**config.mk**
```make
export PLATFORM = sky130hd
export DESIGN_NAME = uart_tx_fifo_gen
export DESIGN_NICKNAME = d
export VERILOG_FILES = /design/src/rtl/uart_tx_fifo_gen.sv
export SDC_FILE = /design/constraint.sdc
export NUM_CORES = 1
export LEC_CHECK = 0
export ABC_AREA = 1
export CORE_MARGIN = 4
export CORE_UTILIZATION = 65
export CTS_CLUSTER_DIAMETER = 150
export DETAILED_ROUTE_END_ITERATION = 10
export PLACE_DENSITY = 0.91
export RECOVER_POWER = 50
export SLEW_MARGIN = 20
export SYNTH_ARGS = -nofsm -noshare
export SYNTH_HDL_FRONTEND = slang
export SYNTH_SLANG_ARGS = --single-unit
```
**constraint.sdc**
```tcl
create_clock -name clk -period 3.7 [get_ports clk]
set_input_delay 0.555 -clock clk [delete_from_list [all_inputs] [get_ports clk]]
set_output_delay 0.555 -clock clk [all_outputs]
set_load 0.03 [all_outputs]
```
**src/rtl/uart_tx_fifo_gen.sv**
```systemverilog
// UART transmitter with an integrated transmit FIFO.
// Frame: start bit, 5..DATA_WIDTH data bits LSB first, optional parity,
// then 1 or 2 stop bits; break holds the line low. The line advances only
// on baud_tick edges.
module uart_tx_fifo_gen #(
    parameter int DATA_WIDTH = 8,
    parameter int FIFO_DEPTH = 16,
    parameter int FIFO_AW    = 4
) (
    input  logic                  clk,
    input  logic                  reset_n,
    input  logic                  baud_tick,
    input  logic                  wr_en,
    input  logic [DATA_WIDTH-1:0] wr_data,
    input  logic [3:0]            data_bits,
    input  logic [2:0]            parity_mode,
    input  logic                  stop2,
    input  logic                  send_break,
    output logic                  tx,
    output logic                  busy,
    output logic                  tx_done,
    output logic                  full,
    output logic                  empty,
    output logic [FIFO_AW:0]      fifo_count,
    output logic                  overflow
);

    typedef enum logic [2:0] {IDLE, START, DATA, PARITY, STOP1, STOP2, BREAK} state_t;

    localparam logic [FIFO_AW:0]   CNT_ONE  = 1;
    localparam logic [FIFO_AW:0]   CNT_FULL = (FIFO_AW+1)'(FIFO_DEPTH);
    localparam logic [FIFO_AW-1:0] PTR_ONE  = 1;
    localparam logic [3:0]         BIT_ONE  = 1;
    localparam logic [3:0]         LEN_MAX  = 4'(DATA_WIDTH);

    // Out-of-range character lengths fall back to the maximum length.
    function automatic logic [3:0] clamp_len(input logic [3:0] db);
        if (db < 4'd5 || db > LEN_MAX)
            return LEN_MAX;
        return db;
    endfunction

    function automatic logic parity_on(input logic [2:0] mode);
        return (mode >= 3'd1) && (mode <= 3'd4);
    endfunction

    // Parity over the first len bits only; unknown modes behave as "none".
    function automatic logic parity_bit(input logic [DATA_WIDTH-1:0] d,
                                        input logic [3:0] len,
                                        input logic [2:0] mode);
        logic x;
        x = 1'b0;
        for (int i = 0; i < DATA_WIDTH; i++)
            if (i < int'(len))
                x = x ^ d[i];
        case (mode)
            3'd1:    return ~x;
            3'd2:    return x;
            3'd3:    return 1'b1;
            default: return 1'b0;
        endcase
    endfunction

    logic [DATA_WIDTH-1:0] mem [FIFO_DEPTH];
    logic [FIFO_AW-1:0]    wr_ptr, rd_ptr;
    logic [FIFO_AW:0]      count_q, count_next;
    logic                  full_q, empty_q, ovf_q;
    logic                  push, pop;

    state_t                state, state_next;
    logic [DATA_WIDTH-1:0] shift_q, shift_next;
    logic [3:0]            cnt_q, cnt_next, len_q, len_next;
    logic [2:0]            pmode_q, pmode_next;
    logic                  stop2_q, stop2_next, par_q, par_next;
    logic                  tx_q, tx_next, busy_q, busy_next, done_q, done_next;
    logic                  launch;

    // A full FIFO still accepts a write when the FSM pops in the same cycle.
    assign push = wr_en && (!full_q || pop);

    // Next occupancy, used to register the full/empty flags.
    always_comb begin
        count_next = count_q;
        if (push && !pop)
            count_next = count_q + CNT_ONE;
        else if (pop && !push)
            count_next = count_q - CNT_ONE;
    end

    // FIFO storage carries data only, so it needs no reset.
    always_ff @(posedge clk) begin
        if (push)
            mem[wr_ptr] <= wr_data;
    end

    // FIFO pointers, occupancy, flags and the overflow pulse.
    always_ff @(posedge clk or negedge reset_n) begin
        if (!reset_n) begin
            wr_ptr  <= '0;
            rd_ptr  <= '0;
            count_q <= '0;
            full_q  <= 1'b0;
            empty_q <= 1'b1;
            ovf_q   <= 1'b0;
        end else begin
            if (push)
                wr_ptr <= wr_ptr + PTR_ONE;
            if (pop)
                rd_ptr <= rd_ptr + PTR_ONE;
            count_q <= count_next;
            full_q  <= (count_next == CNT_FULL);
            empty_q <= (count_next == '0);
            ovf_q   <= wr_en && full_q && !pop;
        end
    end

    // Transmit FSM registers; tx is registered so the line never glitches.
    always_ff @(posedge clk or negedge reset_n) begin
        if (!reset_n) begin
            state   <= IDLE;
            shift_q <= '0;
            cnt_q   <= '0;
            len_q   <= LEN_MAX;
            pmode_q <= '0;
            stop2_q <= 1'b0;
            par_q   <= 1'b0;
            tx_q    <= 1'b1;
            busy_q  <= 1'b0;
            done_q  <= 1'b0;
        end else begin
            state   <= state_next;
            shift_q <= shift_next;
            cnt_q   <= cnt_next;
            len_q   <= len_next;
            pmode_q <= pmode_next;
            stop2_q <= stop2_next;
            par_q   <= par_next;
            tx_q    <= tx_next;
            busy_q  <= busy_next;
            done_q  <= done_next;
        end
    end

    // Next-state logic; the end of the last stop bit re-enters the IDLE decision
    // directly, so queued frames follow with exactly the configured stop bits.
    always_comb begin
        state_next = state;
        shift_next = shift_q;
        cnt_next   = cnt_q;
        len_next   = len_q;
        pmode_next = pmode_q;
        stop2_next = stop2_q;
        par_next   = par_q;
        tx_next    = tx_q;
        busy_next  = busy_q;
        done_next  = 1'b0;
        pop        = 1'b0;
        launch     = 1'b0;
        if (baud_tick) begin
            case (state)
                IDLE:   launch = 1'b1;
                START: begin
                    state_next = DATA;
                    tx_next    = shift_q[0];
                    shift_next = shift_q >> 1;
                    cnt_next   = BIT_ONE;
                end
                DATA: begin
                    if (cnt_q < len_q) begin
                        tx_next    = shift_q[0];
                        shift_next = shift_q >> 1;
                        cnt_next   = cnt_q + BIT_ONE;
                    end else if (parity_on(pmode_q)) begin
                        state_next = PARITY;
                        tx_next    = par_q;
                    end else begin
                        state_next = STOP1;
                        tx_next    = 1'b1;
                    end
                end
                PARITY: begin
                    state_next = STOP1;
                    tx_next    = 1'b1;
                end
                STOP1: begin
                    if (stop2_q) begin
                        state_next = STOP2;
                    end else begin
                        done_next = 1'b1;
                        launch    = 1'b1;
                    end
                end
                STOP2: begin
                    done_next = 1'b1;
                    launch    = 1'b1;
                end
                BREAK: begin
                    if (!send_break) begin
                        state_next = STOP1;
                        tx_next    = 1'b1;
                    end
                end
                default: state_next = IDLE;
            endcase
        end
        if (launch) begin
            state_next = IDLE;
            tx_next    = 1'b1;
            busy_next  = 1'b0;
            len_next   = clamp_len(data_bits);
            pmode_next = parity_mode;
            stop2_next = stop2;
            if (send_break) begin
                state_next = BREAK;
                tx_next    = 1'b0;
                busy_next  = 1'b1;
            end else if (!empty_q) begin
                pop        = 1'b1;
                shift_next = mem[rd_ptr];
                par_next   = parity_bit(mem[rd_ptr], clamp_len(data_bits), parity_mode);
                state_next = START;
                tx_next    = 1'b0;
                busy_next  = 1'b1;
            end
        end
    end

    assign tx         = tx_q;
    assign busy       = busy_q;
    assign tx_done    = done_q;
    assign full       = full_q;
    assign empty      = empty_q;
    assign fifo_count = count_q;
    assign overflow   = ovf_q;

endmodule

```
Yosys cells after proc, flatten, opt, wreduce, memory -nomap -nowiden

Memories as Yosys holds them, arrays and structs flattened.
Index checks and enable logic that the tools add are counted.

Bits of input ports: 21
Memories kept: 1
Logic and storage cells: 163
Output and inout port bits: 11
Register bits after elaboration: 43
Bits in writable memories: 128

Memory list:

| memory | words | bits a word | rd ports | clocked after Yosys merged registers in | wr ports | line | text |
|---|---|---|---|---|---|---|---|
| mem    | 16    | 8           | 1        | 0                                       | 1        | 64   | `logic [DATA_WIDTH-1:0] mem [FIFO_DEPTH];` |

Reductions and logical operators: 21
Muxes and demuxes: 82
Eq/ne operators: 15
Add/sub/neg operators: 5
Magnitude comparators: 13
Bitwise gates (word level): 10

Operator list:

| operator                                            | number |
|---|---|
| two-way mux 1 bit                                   | 54 |
| two-way mux 8 bit                                   | 5 |
| two-way mux 4 bit                                   | 7 |
| two-way mux 3 bit                                   | 7 |
| case mux 3 bit (6 select lines)                     | 1 |
| < comparator 3 x 4 -> 1 bit, first input constant   | 4 |
| case mux 8 bit (2 select lines)                     | 1 |
| adder 4 x 1 -> 4 bit, second input constant         | 3 |
| equality test 3 x 2 -> 1 bit, second input constant | 4 |
| two-way mux 5 bit                                   | 2 |
| equality test 3 bit, second input constant          | 3 |
| != test 3 bit, second input constant                | 3 |
| AND reduction 3 bit                                 | 3 |
| < comparator 1 x 4 -> 1 bit, first input constant   | 2 |
| < comparator 2 x 4 -> 1 bit, first input constant   | 2 |
| case mux 4 bit (2 select lines)                     | 1 |
| XOR 1 bit                                           | 7 |
| equality test 3 x 1 -> 1 bit, second input constant | 2 |
| logical AND 1 bit                                   | 6 |
| adder 5 x 1 -> 5 bit, second input constant         | 1 |
| equality test 5 bit, second input constant          | 1 |
| logical NOT 5 bit                                   | 1 |
| AND reduction 5 bit                                 | 1 |
| nonzero test 5 bit                                  | 1 |
| other kinds (17)                                    | 24 |

Depth between registers and ports, before layout

Depth after elaboration: 52
Gate-level depth with buffers: 19
Gate-level depth less buffers: 18

Worst setup path after synthesis

No wires, ideal clock.

Path kind: input to register
Start: in baud_tick
End: mem mem[11][0], enable pin
Arrival: 1.647 ns
Slack: 1.682 ns
Stages: 6
Library setup time: 0.370 ns
Data required time: 3.330 ns
Buffers on the path: 0
Cell sequence: o2111ai_1 > nand2_2 > nand2_2 > a21oi_4 > nand2_1 > nor2_1

Longest elaborated chain between the ends: 6

Ends and longest elaborated chain:

| item                                    | line | text |
|---|---|---|
| start, declared                         | 12   | `input logic baud_tick,` |
| two-way mux 1 bit                       | 159  | `if (baud_tick) begin` |
| two-way mux 1 bit                       | 206  | `if (launch) begin` |
| logical OR 1 bit                        | 79   | `assign push = wr_en && (!full_q \|\| pop);` |
| logical AND 1 bit                       | 79   |  |
| two-way mux 1 bit                       | 92   | `if (push)` |
| two-way mux 1 bit (not written as such) | 93   | `mem[wr_ptr] <= wr_data;` |
| end, declared                           | 64   |  |

Every way passes these cells.

Worst setup path after layout

Start: in baud_tick
End: mem mem[12][2], enable pin

The elaborated chain is that of the path after synthesis.

==> flow_summary.yaml <==
cells_and_area:
  num_antenna_cells: 0
  area_growth_pct: 11.99
  fin_cells: 996
  layout-drive-gt1-share: 0.06448
  num-nets-final: 872
  fill_cells: 660
  fin_util: 0.7578
  design_area_sq_mm: 0.008837
sta:
  slew_headroom: 0.02876
  setup_ws_ns: 0.7158
  fin_crit_sh: 0.8065
  fin_tns_setup_ns: 0
  slew_violations: 0
  skew_ns: 0.01412
  rsz0062_at_grt: "no"
  setup_viol: 0
  fmax_mhz: 335.1
  worstMarginPinSlew_ns: 1.457
  period_needed_ns: 2.984
  hold_viol: 0
  worst_hold_slack_ns: 0.2469
die:
  std_cell_rows: 39
  fp.dieH_microns: 118.2
  die_area_sq_mm: 0.01397
  coreArea_sq_mm: 0.01166
  die_w_microns: 118.2
  io_pins: 32
  initial_core_util: 0.6766
synthesis:
  yosysUniqueCellTypes: 38
  synth.avg_cell_area_sq_um: 9.718
  ys_seq_area_frac: 0.6239
  syn-num-nets: 844
  yosys_warnings: 0
  synth-seq-cells: 171
  ys_dominant_reg_cell: "edfxtp_1"
  netlist_area_sq_mm: 0.007891
  syn_inst: 812
  synth_edf_count: 128
  ys_async_sr_fraction: 0.2515
clocking:
  cts_buffers: 17
  clock_path_buffers: 2
  clk_latency_ns: 0.44
  postCtsSetupBuffers: 0
  cts.sinks: 171
  cts_root_buffer: "clkbuf_16"
  postCtsHoldBufs: 0
  clk_pin_slew_ns: 0.07
  cts_resized: 0
  cts_tree: "done"
  cts_max_level: 4
critical_path:
  cp-end-kind: "register"
  critPathRequiredTime_ns: 3.76
  critical_path_class: "input pin to register"
  crit_fanout: 14
  start_kind: "input pin"
  timing.critical_path.arrival_ns: 3.04
place:
  port_buffers: 31
  place_area_sq_mm: 0.008260
  place_ws_ns: 0.5569
  gp_congestion: 0.9193
  dp_hpwl_microns: 11970
  dp_cells: 963
route:
  drt_first_pass_iters: 6
  wl_per_cell_microns: 19.15
  totalWireLength_microns: 19080
  drt_iter0_drc: 881
  ant_nets: 0
  vias_per_cell: 6.115
  num_vias: 6091
  drc: 0
min_path:
  hold_path_class: "input pin to async pin"
power:
  p_switching_mw: 3.031
  p_int_mw: 4.260
  ir_worst_vdd_mv: 0.4920
  fin_total_pwr_mw: 7.291
  p_sw_frac: 0.4158
  power.share.sequential: 0.361
  p_clk_frac: 0.238
  leakage_nw: 3.818
  comb_power_share: 0.401
  power_density_mw_per_mm2: 825.0
job:
  cap_violations: 0
global_route:
  grt_usage: 0.2774
  first_global_vias: 5935
  grt_pass1_wl_microns: 30330
  grt_max_degree: 68
  grt-ovfl-total: 0
  antenna_found_initial: 0
status:
  outcome: "finished, final reports clean"
## logic make-up (layout without fill, tap and decap cells)
kind of cell / Yosys count / count (layout) / synth area share
adders and majority gates: 11 / 11 / 0.01744
AOI/OAI and AO/OA: 68 / 68 / 0.05201
and+or+nand+nor: 397 / 397 / 0.2109
DFF: 171 / 171 / 0.6239
xor gates and xnor gates: 16 / 16 / 0.01776
buffers and inverters: 149 / 190 / 0.07801
## cells in the mapped netlist, drive strengths merged, types with 2 or more instances
library cell | n | share of area
o211ai | 9 | 0.0086
dfstp | 3 | 0.010
nand2 | 232 | 0.11
nand3 | 101 | 0.064
o31ai | 2 | 0.0019
inv | 116 | 0.055
edfxtp | 128 | 0.49
o22ai | 5 | 0.0040
xor2 | 10 | 0.011
dfrtp | 40 | 0.13
clkbuf | 8 | 0.0038
ha | 11 | 0.017
o21ai | 35 | 0.022
o21a | 2 | 0.0019
a21oi | 8 | 0.0065
clkinv | 3 | 0.0014
nand4 | 3 | 0.0024
xnor2 | 6 | 0.0067
nor3 | 2 | 0.0019
buf | 22 | 0.018
nor2 | 58 | 0.030
## worst paths after layout
check,cells past startpoint,from,slack (ns),endpoint
min in group clk,2,busy,0.49,busy
max,8,baud_tick,0.72,mem[12][2]
max in group asynchronous,2,reset_n,1.60,fifo_count[0]
min,1,reset_n,0.25,cnt_q[2]
max reg2reg,7,state[1],0.92,mem[12][2]
min reg2reg,2,busy,0.49,busy
## state kept, by name, summed over array words and instances, names as in the netlist
register and count:
par_q 1, len_q 4, empty 1, state 3, shift_q 8, rd_ptr 4, fifo_count 5, full 1
busy 1, wr_ptr 4, mem 128, overflow 1, tx_done 1, pmode_q 3, tx 1, stop2_q 1
cnt_q 4
## power by group through the flow
| stage | sequential [mW] | clock (mW) | combinational [mW] |
|---|---|---|---|
| 2_1_floorplan | 2.68 | 0 | 2.01 |
| 3_5_place_dp | 2.66 | 0 | 2.77 |
| 4_1_cts | 2.62 | 1.73 | 2.84 |
| 5_1_grt | 2.66 | 1.83 | 3.19 |
| 6_report | 2.63 | 1.74 | 2.92 |
| 3_3_place_gp | 2.64 | 0 | 2.61 |
## critical path, cell delays in order
cell and delay [ns]:
dlygate4sd3_1 0.55, buf_4 0.18, nand3_1 0.10, nand2_1 0.36, nand2_2 0.15, a21oi_4 0.29, nand2_1 0.28, nor2_1 0.58
## cells in the final DEF (no fill, tap or decap), types with 2 or more instances in the layout
master	n
a21oi_1	7
buf_4	7
clkbuf_1	3
clkbuf_16	17
clkdlybuf4s50_1	21
clkinv_1	3
clkinv_4	2
dfrtp_1	39
dfstp_2	3
dlygate4sd3_1	9
edfxtp_1	128
ha_1	11
inv_1	112
inv_2	4
inv_6	8
inv_8	2
nand2_1	228
nand2_2	4
nand3_1	101
nand4_1	3
nor2_1	55
nor2_4	2
o211ai_1	9
o21a_1	2
o21ai_0	32
o21ai_1	3
o22ai_1	5
o31ai_1	2
xnor2_1	6
xor2_1	10
## per-layer routing
layer	GRT usage	routed length, microns	share of wire	up-vias
met5	0	0	0	-
met1	0.3431	6720	0.35	2859
met4	0.1377	800	0.042	0
met2	0.4677	9607	0.50	435
met3	0.05683	1948	0.10	84
li1	-	-	-	2713
## area by class of cell
class / instances / area (sq um) / share of cell area
Multi-Input combinational cell: 492 / 2350 / 0.2659
Tap cell: 143 / 178.9 / 0.02025
Clock inverter: 14 / 147.6 / 0.01671
Timing Repair Buffer: 39 / 360.3 / 0.04078
Clock buffer: 18 / 429.2 / 0.04856
Sequential cell: 171 / 4925 / 0.5573
Inverter: 119 / 446.7 / 0.05055
(Power assumes the default switching activity.)
